===== config.mk =====
export PLATFORM = sky130hd
export DESIGN_NAME = data_block_sequencer
export DESIGN_NICKNAME = d
export VERILOG_FILES = /design/src/rtl/data_pkg.sv /design/src/rtl/data_timeout_counter.sv /design/src/rtl/data_block_sequencer.sv
export SDC_FILE = /design/constraint.sdc
export NUM_CORES = 1
export LEC_CHECK = 0
export BUFFER_PORTS_ARGS = -buffer_cell sky130_fd_sc_hd__buf_4
export CAP_MARGIN = 20
export CORE_ASPECT_RATIO = 1.2
export CORE_MARGIN = 2
export CORE_UTILIZATION = 60
export DETAILED_ROUTE_END_ITERATION = 10
export PLACE_DENSITY = 0.93
export SLEW_MARGIN = 15
export SYNTH_ARGS = -nofsm -noshare
export SYNTH_HDL_FRONTEND = slang
export SYNTH_SLANG_ARGS = --single-unit

===== constraint.sdc =====
create_clock -name iClock -period 3.4 [get_ports iClock]
set_input_delay 0.51 -clock iClock [delete_from_list [all_inputs] [get_ports iClock]]
set_output_delay 0.51 -clock iClock [all_outputs]
set_load 0.1 [all_outputs]

===== src/rtl/data_pkg.sv =====
// Shared definitions for the SD data path sequencer and its helpers.
//   state_t    : sequencer FSM states
//   ERR_*      : error codes reported on oError_code
//   fifo_ready : FIFO room/occupancy test for one data block
package data_pkg;

  typedef enum logic [2:0] {
    IDLE,
    CHECK,
    SEND,
    WAIT,
    ACK,
    DONE,
    ERROR
  } state_t;

  localparam logic [2:0] ERR_NONE    = 3'd0;
  localparam logic [2:0] ERR_TIMEOUT = 3'd1;
  localparam logic [2:0] ERR_CRC     = 3'd2;
  localparam logic [2:0] ERR_CONFIG  = 3'd3;
  localparam logic [2:0] ERR_ABORT   = 3'd4;

  // A write needs a whole block already buffered; a read needs room for one.
  function automatic logic fifo_ready(input logic        write,
                                      input logic [31:0] count,
                                      input logic [31:0] depth,
                                      input logic [31:0] words);
    if (write) return (count >= words);
    else       return (count <= (depth - words));
  endfunction

endpackage


===== src/rtl/data_timeout_counter.sv =====
// Saturating cycle counter with a programmable expiry compare.
// Ports:
//   clk     in   clock
//   rst_n   in   asynchronous active-low reset
//   clear   in   synchronous clear (wins over enable)
//   enable  in   count one per cycle while high
//   limit   in   expiry value; 0 means never expire
//   expired out  count has reached a non-zero limit
module data_timeout_counter #(
  parameter int TO_W = 16
) (
  input  logic            clk,
  input  logic            rst_n,
  input  logic            clear,
  input  logic            enable,
  input  logic [TO_W-1:0] limit,
  output logic            expired
);

  logic [TO_W-1:0] count;

  always_ff @(posedge clk or negedge rst_n) begin
    if (!rst_n) begin
      count <= '0;
    end else if (clear) begin
      count <= '0;
    end else if (enable && (count != '1)) begin
      // Holds at all-ones instead of wrapping back below the limit.
      count <= count + 1'b1;
    end
  end

  assign expired = (limit != '0) && (count == limit);

endmodule


===== src/rtl/data_block_sequencer.sv =====
// Sequences multi-block SD data transfers between data_control and data_send.
// A request is latched in IDLE, every block waits for FIFO room, is started
// with a one-cycle oSend, and is closed by iComplete/iCRC_ok from the PHY.
// Ports:
//   iClock, iReset                 clock, asynchronous active-low reset
//   iStart                         transfer request (ignored while busy)
//   iWriteRead, iMultipleData      direction, multi-block select
//   iBlocks                        block count when iMultipleData=1
//   iTimeout_enable, iTimeout_reg  timeout supervision and limit (0 = off)
//   iFIFO_count                    FIFO occupancy in words
//   iComplete, iCRC_ok             PHY block completion and CRC status
//   iAbort                         abort the running transfer
//   oSend, oAck, oDone             one-cycle pulses
//   oBusy                          transfer in progress
//   oError, oError_code            sticky error flag and cause
//   oBlocks_done                   blocks completed so far
module data_block_sequencer
  import data_pkg::*;
#(
  parameter int BLK_W         = 8,
  parameter int TO_W          = 16,
  parameter int CNT_W         = 6,
  parameter int FIFO_DEPTH    = 32,
  parameter int WORDS_PER_BLK = 16
) (
  input  logic             iClock,
  input  logic             iReset,
  input  logic             iStart,
  input  logic             iWriteRead,
  input  logic             iMultipleData,
  input  logic [BLK_W-1:0] iBlocks,
  input  logic             iTimeout_enable,
  input  logic [TO_W-1:0]  iTimeout_reg,
  input  logic [CNT_W-1:0] iFIFO_count,
  input  logic             iComplete,
  input  logic             iCRC_ok,
  input  logic             iAbort,
  output logic             oSend,
  output logic             oAck,
  output logic             oBusy,
  output logic             oDone,
  output logic             oError,
  output logic [2:0]       oError_code,
  output logic [BLK_W-1:0] oBlocks_done
);

  state_t           state;
  logic             write_read;
  logic [BLK_W-1:0] total;
  logic [TO_W-1:0]  to_limit;

  logic             to_run;
  logic             to_expired;
  logic             timed_out;
  logic             room;
  logic [BLK_W-1:0] start_total;
  logic [2:0]       fail_code;

  // The counter runs only in the two waiting states; any other state holds
  // it at zero, so each entry to CHECK or WAIT starts a fresh count.
  assign to_run    = (state == CHECK) || (state == WAIT);
  assign timed_out = iTimeout_enable && to_expired;

  data_timeout_counter #(
    .TO_W(TO_W)
  ) u_timeout (
    .clk    (iClock),
    .rst_n  (iReset),
    .clear  (!to_run),
    .enable (to_run),
    .limit  (to_limit),
    .expired(to_expired)
  );

  assign room        = fifo_ready(write_read, 32'(iFIFO_count),
                                  32'(FIFO_DEPTH), 32'(WORDS_PER_BLK));
  assign start_total = iMultipleData ? iBlocks : BLK_W'(1);

  // Failure priority: abort, then a completed block (good or bad CRC),
  // then timeout. A good completion therefore masks a same-cycle timeout.
  always_comb begin
    fail_code = ERR_NONE;
    case (state)
      CHECK: begin
        if (iAbort)         fail_code = ERR_ABORT;
        else if (timed_out) fail_code = ERR_TIMEOUT;
      end
      SEND, ACK: begin
        if (iAbort) fail_code = ERR_ABORT;
      end
      WAIT: begin
        if (iAbort)                      fail_code = ERR_ABORT;
        else if (iComplete && !iCRC_ok)  fail_code = ERR_CRC;
        else if (!iComplete && timed_out) fail_code = ERR_TIMEOUT;
      end
      default: fail_code = ERR_NONE;
    endcase
  end

  // Outputs are registered on the transition into the state they belong to,
  // so each pulse is visible for exactly the cycle spent in that state.
  always_ff @(posedge iClock or negedge iReset) begin
    if (!iReset) begin
      state        <= IDLE;
      write_read   <= 1'b0;
      total        <= '0;
      to_limit     <= '0;
      oSend        <= 1'b0;
      oAck         <= 1'b0;
      oBusy        <= 1'b0;
      oDone        <= 1'b0;
      oError       <= 1'b0;
      oError_code  <= ERR_NONE;
      oBlocks_done <= '0;
    end else begin
      oSend <= 1'b0;
      oAck  <= 1'b0;
      oDone <= 1'b0;
      if (fail_code != ERR_NONE) begin
        state       <= ERROR;
        oError      <= 1'b1;
        oError_code <= fail_code;
        oBusy       <= 1'b0;
      end else begin
        case (state)
          IDLE: begin
            if (iStart) begin
              write_read   <= iWriteRead;
              total        <= start_total;
              to_limit     <= iTimeout_reg;
              oBlocks_done <= '0;
              if (start_total == '0) begin
                state       <= ERROR;
                oError      <= 1'b1;
                oError_code <= ERR_CONFIG;
                oBusy       <= 1'b0;
              end else begin
                state       <= CHECK;
                oError      <= 1'b0;
                oError_code <= ERR_NONE;
                oBusy       <= 1'b1;
              end
            end
          end
          CHECK: begin
            if (room) begin
              state <= SEND;
              oSend <= 1'b1;
            end
          end
          SEND: state <= WAIT;
          WAIT: begin
            // A bad CRC was already routed to ERROR through fail_code.
            if (iComplete) begin
              state        <= ACK;
              oAck         <= 1'b1;
              oBlocks_done <= oBlocks_done + 1'b1;
            end
          end
          ACK: begin
            // oBlocks_done already holds the incremented count here.
            if (oBlocks_done == total) begin
              state <= DONE;
              oDone <= 1'b1;
              oBusy <= 1'b0;
            end else begin
              state <= CHECK;
            end
          end
          DONE:    state <= IDLE;
          ERROR:   state <= IDLE;
          default: state <= IDLE;
        endcase
      end
    end
  end

endmodule


**Word level (Yosys, flattened, before mapping)**

Cells that the tools add are included.

- Flip-flop bits (word level): 60
- Output and inout bits: 16
- Word-level logic and storage cells: 96

- $add $sub $neg: 2
- $lt $le $gt $ge: 2
- Equal/unequal tests: 14
- Multiplexer cells: 43
- Bitwise operators: 1
- Reduce and logical (&&, ||, !) cells: 22

Operators by type and width:

| kind | number |
|---|---|
| two-way mux 3 bit | 12 |
| two-way mux 16 bit | 2 |
| two-way mux 8 bit | 3 |
| two-way mux 1 bit | 20 |
| adder 16 x 1 -> 16 bit, second input constant | 1 |
| == test 16 bit | 1 |
| inequality test 16 bit, second input constant | 1 |
| case mux 8 bit (2 select lines) | 1 |
| nonzero test 16 bit | 1 |
| case mux 3 bit (5 select lines) | 1 |
| case mux 3 bit (3 select lines) | 1 |
| AND reduction 3 bit | 3 |
| adder 8 x 1 -> 8 bit, second input constant | 1 |
| == test 8 bit | 1 |
| zero test 8 bit | 1 |
| == test 3 x 2 -> 1 bit, second input constant | 2 |
| greater-or-equal comparator 6 x 5 -> 1 bit, second input constant | 1 |
| less-or-equal comparator 6 x 5 -> 1 bit, second input constant | 1 |
| inequality test 2 bit, second input constant | 3 |
| inequality test 3 x 2 -> 1 bit, second input constant | 2 |
| inequality test 3 bit, second input constant | 2 |
| nonzero test 2 bit | 3 |
| nonzero test 3 bit | 2 |
| logical AND 1 bit | 5 |
| 11 further kinds | 13 |

**Depth between registers and ports, before layout**

- Depth after elaboration: 11
- Gate-level depth with buffers: 8

**Modules after synthesis**

From an unflattened synthesis, not the netlist that was laid out.

- Cell total of the unflattened synthesis: 362
- Area, all modules: 3280.6 um2

Modules (own cells, without submodules):

| module | times used | cells each | area an instance (um2) |
|---|---|---|---|
| data_block_sequencer | 1 | 232 | 2128.3 |
| data_timeout_counter | 1 | 130 | 1152.4 |

**Worst setup path before layout**

OpenSTA, ideal clock, no wires.

- Path kind: register to register
- Start: reg state[2]
- End: reg oBusy
- Setup time: 0.120 ns
- Arrival: 1.890 ns
- Data required time: 3.280 ns
- Path slack: 1.390 ns
- Stages on the path, launching flop included: 9
- Path buffers: 2
- Cells stage by stage: dfrtp_1 nand2b_1 buf_6 a2111o_1 or4_4 o21ai_2 buf_6 nor2_1 a31o_1

- Word-level cells in the longest chain between the ends: 6
- Elaborated cells on any way between the ends: 14
- Those cells by class: 6 x eq/ne; 3 x mux; 5 x reduce/logical

Ends and longest elaborated chain:

| item | line | source |
|---|---|---|
| start: declaration | data_block_sequencer.sv:47 | `state_t state;` |
| start signal: assignment | data_block_sequencer.sv:104 | `state <= IDLE;` |
| start signal: assignment | data_block_sequencer.sv:120 | `state <= ERROR;` |
| start signal: assignment | data_block_sequencer.sv:133 | `state <= ERROR;` |
| == test 3 bit or == test 3 x 2 -> 1 bit (tied branches) | data_block_sequencer.sv:83, data_block_sequencer.sv:125 |  |
| OR reduction 2 bit | data_block_sequencer.sv:83 | `case (state)` |
| case mux 3 bit (3 select lines) | data_block_sequencer.sv:83 |  |
| nonzero test 3 bit | data_block_sequencer.sv:119 | `if (fail_code != ERR_NONE) begin` |
| inequality test 3 bit (no line) or nonzero test 3 bit (tied branches) | - |  |
| AND reduction 3 bit (no line) | - |  |
| end signal: assignment | data_block_sequencer.sv:123 | `oBusy <= 1'b0;` |
| end signal: assignment | data_block_sequencer.sv:136 | `oBusy <= 1'b0;` |
| end signal: assignment | data_block_sequencer.sv:141 | `oBusy <= 1'b1;` |
| end: declaration | data_block_sequencer.sv:40 | `output logic oBusy,` |

Several ways; a longest one is shown, not always the timed one.
A chain may end at the register's enable or synchronous reset.

**Worst setup path after layout**

Ends and elaborated chain as after synthesis.

==> results by stage <==
Run status:
- The flow ran to the end, and the final reports show no timing, DRC or antenna violations.

Global route:
- The first-pass GRT wire length is 11600 microns.
- Summed over all layers, the global routing overflow is 0.
- The largest net degree at the start of global routing is 61.
- The number of global-route vias before repair came to 2527.
- Global routing used 26.6% of the available tracks.
- The initial antenna violation count is 0.

Routing:
- Dividing the detail-routed via count by the number of cells gives 5.95.
- The detailed router put a total of 2870 microns of wire on met1.
- In this run the remaining antenna-violating nets after routing total 0.
- The final route contains 2737 vias.
- The residual DRC count is 0.
- After detailed routing, the met2 layer carries 3720 microns of wire.
- In this run, the number of DRC markers left after iteration 0 of detailed routing was 224.
- The first detailed-routing pass ran for 5 iterations.
- The final layout contains routed wiring with a total length of 7230 microns.
- After detailed routing, the met3 layer carries 436 microns of wire.
- The highest layer used for signal routing is met4.
- After detailed routing, the average wire length per cell comes to 15.7 microns.

Critical path:
- The slowest stage of the critical path is the sky130_fd_sc_hd__dfrtp_1 cell.
- Traced cell by cell, the critical path runs through nand2b_1, buf_4, a2111o_1, or4_4, o21ai_2, nor2_1, a31o_1.
- In this run the register-to-register setup slack is 0.83 ns.
- The worst setup path startpoint is state[2].
- The number of cells on the worst reg-to-reg path is 7.
- The data required time at the worst endpoint is 3.63 ns.
- The maximum single-stage delay on the critical path is 0.53 ns.
- At the worst endpoint, the arrival time is 2.80 ns.
- The worst setup path is launched from a flip-flop.
- The worst setup path is of the reg -> reg kind.
- The cell family contributing the most delay on the critical path is compound AO/OA/AOI/OAI gates.
- The capturing element type of the critical path is a flip-flop.
- Of all nets on the critical path, the largest fanout is 19.
- Counting both buffers and inverters, the worst setup path holds a total of 1.
- In this run the critical register-to-register path is launched from state[2].
- In this run the critical register-to-register path is captured at oBusy.

Clock network:
- The number of buffers added by the clock tree synthesis step is 9.
- For the worst-skew pair, the clock arrives at the later sink with an insertion delay of 0.34 ns.
- The quantity of gates resized following cts is 0.
- The clock-pin slew on the worst setup and hold paths is 0.06 ns.
- The depth of the CTS H-tree is 3.
- The buffer type at the clock tree root is sky130_fd_sc_hd__clkbuf_8.
- The count of buffers added by post-CTS timing repair for setup is 0.
- The clock tree from TritonCTS is done.
- Clock tree synthesis found a total of 60 sinks.
- The number of hold buffers added after CTS is 0.
- The number of buffers on the longest clock path is 2.

Floorplanning:
- The area of the core is 4940 sq um.
- The top-level I/O count is 55.
- For this configuration, the core starts out at a cell density of 62.4%.
- The die extent in y is 82.5 microns.
- The die is 69.4 microns wide.
- The number of rows created at floorplan is 28.
- The die covers 5730 sq um.

Synth:
- The Yosys step of the flow raised 0 warnings.
- In this run, synthesis inferred 0 flip-flops with an integrated enable.
- In the synthesized netlist, the cells that appear most often are sky130_fd_sc_hd__nand2_1, sky130_fd_sc_hd__dfrtp_1, sky130_fd_sc_hd__nor2_1.
- The cell with the most instances after synthesis is sky130_fd_sc_hd__nand2_1.
- The share of the Yosys chip area taken by registers is 48.7%.
- The mean cell area of the mapped netlist is 9.06 sq um.
- The top cell type's share of synthesized area is 48.7%.
- The synthesized netlist contains 47 unique library cells.
- The most used flip-flop cell after synthesis is sky130_fd_sc_hd__dfrtp_1.
- For this run, asynchronously set or reset flops after synthesis account for 100%.
- The number of nets in the synthesized netlist is 381.
- The cell count after synthesis came out at 340.
- The mapped netlist covers 3080 sq um.
- Sorting the synthesized cells by area gives the leading types as sky130_fd_sc_hd__dfrtp_1, sky130_fd_sc_hd__nand2_1, sky130_fd_sc_hd__xnor2_1.
- The post-synthesis sequential element count is 60.
- The biggest area contributor in the post-synthesis netlist is sky130_fd_sc_hd__dfrtp_1.

Place:
- The HPWL reported at the end of detailed placement is 5000 microns.
- During placement, the flow inserted port buffers numbering 54.
- The congestion estimate from routability-driven global placement came to 0.876.
- The number of cells after detailed placement is 445.

Pwr:
- The sequential power share is 39.5%.
- The combinational cell fraction of total power is 38.1%.
- The cell leakage power is 1.76 nW.
- Dividing total power by cell area gives a power density of 789 nW/um^2.
- The power after layout is 0.00294 W.
- IR analysis of the VDD net gives a maximum drop of 0.000393 V.
- The switching power summed over all nets is 0.00123 W.
- Cell internal power was estimated by the tool at 0.00171 W.
- The switching portion of total power is 41.9%.
- The clock network fraction of design power is 22.3%.

Timing:
- Derived from the worst setup path, the maximum achievable clock frequency is 388 MHz.
- The final clock period utilization by the worst path is 75.7%.
- After layout, the minimum clock period comes to 2.57 ns.
- The tightest slew margin relative to the limit is 51.2%.
- For the pin with the worst max-slew slack, the measured transition is 0.732 ns.
- Setup violations remaining at the end of the flow were counted as 0.
- Across all hold checks on the routed design, the worst slack comes to 0.214 ns.
- Setup repair after global routing left no endpoint under its margin.
- For the final routed database, the setup TNS stands at 0 ns.
- The setup clock skew after layout is 0.00606 ns.
- The final number of hold-violating endpoints was 0.
- The final max-slew violation count is 0.

Worst hold path:
- In this run the worst hold path is classified as in -> async.

Cells and area:
- The final antenna diode count is 0.
- The number of nets in the finished design is 437.
- The share of layout cells above drive strength 1 is 20.3%.
- The final cell count without fillers is 460.
- Relative to the synthesized area, the layout overhead comes to 21.0%.

Flow run:
- Max-cap violations in this run came to 0.
==> state kept, by name (all words and copies together) (netlist names) <==
name / flops
state: 3
oBlocks_done: 8
oAck: 1
to_limit: 16
oDone: 1
u_timeout.count: 16
oError_code: 3
oBusy: 1
total: 8
write_read: 1
oSend: 1
oError: 1
==> placed cells by master, fill, tap and decap left out, types with 6 or more instances in the layout <==
master | synthesis | layout
sky130_fd_sc_hd__xor2_1 | 16 | 16
sky130_fd_sc_hd__o21ai_0 | 8 | 8
sky130_fd_sc_hd__a21oi_1 | 6 | 6
sky130_fd_sc_hd__nor2_1 | 32 | 32
sky130_fd_sc_hd__nand3_1 | 13 | 13
sky130_fd_sc_hd__dfrtp_1 | 60 | 60
sky130_fd_sc_hd__xnor2_1 | 24 | 24
sky130_fd_sc_hd__nor4_1 | 8 | 8
sky130_fd_sc_hd__buf_4 | 0 | 58
sky130_fd_sc_hd__nand4_1 | 10 | 10
sky130_fd_sc_hd__clkbuf_8 | 0 | 12
sky130_fd_sc_hd__nand2_1 | 90 | 90
sky130_fd_sc_hd__nor3_1 | 8 | 8
==> cells by family after synthesis <==
logic type,synth area share (%)
XOR/XNOR,11.4
flip-flops,48.7
buffers and inverters,2.76
AND/OR/NAND/NOR,28.1
AO/OA/AOI/OAI,7.19
multiplexers,1.02
adder cells (fa/ha/maj),0.812
==> power groups by stage <==
stage | logic (W) | clock network, W | registers (W)
after floorplan | 0.000646 | 0 | 0.00135
after global placement | 0.00107 | 0 | 0.00115
after detailed placement | 0.00111 | 0 | 0.00117
after CTS | 0.00112 | 0.000670 | 0.00115
after global routing | 0.00122 | 0.000699 | 0.00119
final | 0.00112 | 0.000657 | 0.00116
==> final cells by class <==
class | instances | area (sq um)
fill | 315 | 1210
multi-input combinational | 262 | 1490
sequential | 60 | 1500
clock buffer | 14 | 173
inverter | 5 | 18.8
timing repair buffer | 58 | 435
tap | 60 | 75.1
clock inverter | 1 | 30.0
==> worst register-to-register path: cells and delay by family (launching register included) <==
kind                   cells  cell delay, ns
AO/OA/AOI/OAI              3            0.97
AND/OR/NAND/NOR            3            0.76
flip-flops                 1            0.53
buffers and inverters      1            0.21
==> routing by layer <==
| layer | GRT usage, % | vias up |
|---|---|---|
| li1 | - | 1260 |
| met5 | 0 | - |
| met4 | 14.1 | 0 |
| met2 | 45.8 | 113 |
| met1 | 30.9 | 1338 |
| met3 | 7.28 | 26 |
==> worst max path at each step <==
stage                      to  depth (start not counted)  slack (ns)
2_1_floorplan           oBusy                          8        1.39
3_3_place_gp   oError_code[2]                          7         1.0
3_5_place_dp   oError_code[2]                          7        0.88
4_1_cts        oError_code[2]                          7        0.86
5_1_grt                 oBusy                          7        0.74
6_report                oBusy                          7        0.83
==> per-stage QoR <==
step           util [%]  area, sq um  setup WS [ns]
5_1_grt            75.5         3730          0.740
6_report           75.5         3730          0.826
4_1_cts            75.5         3730          0.862
2_1_floorplan         -         3080           1.39
3_5_place_dp       71.4         3520          0.878
3_3_place_gp       71.4         3520          0.995
(Power assumes the default switching activity.)
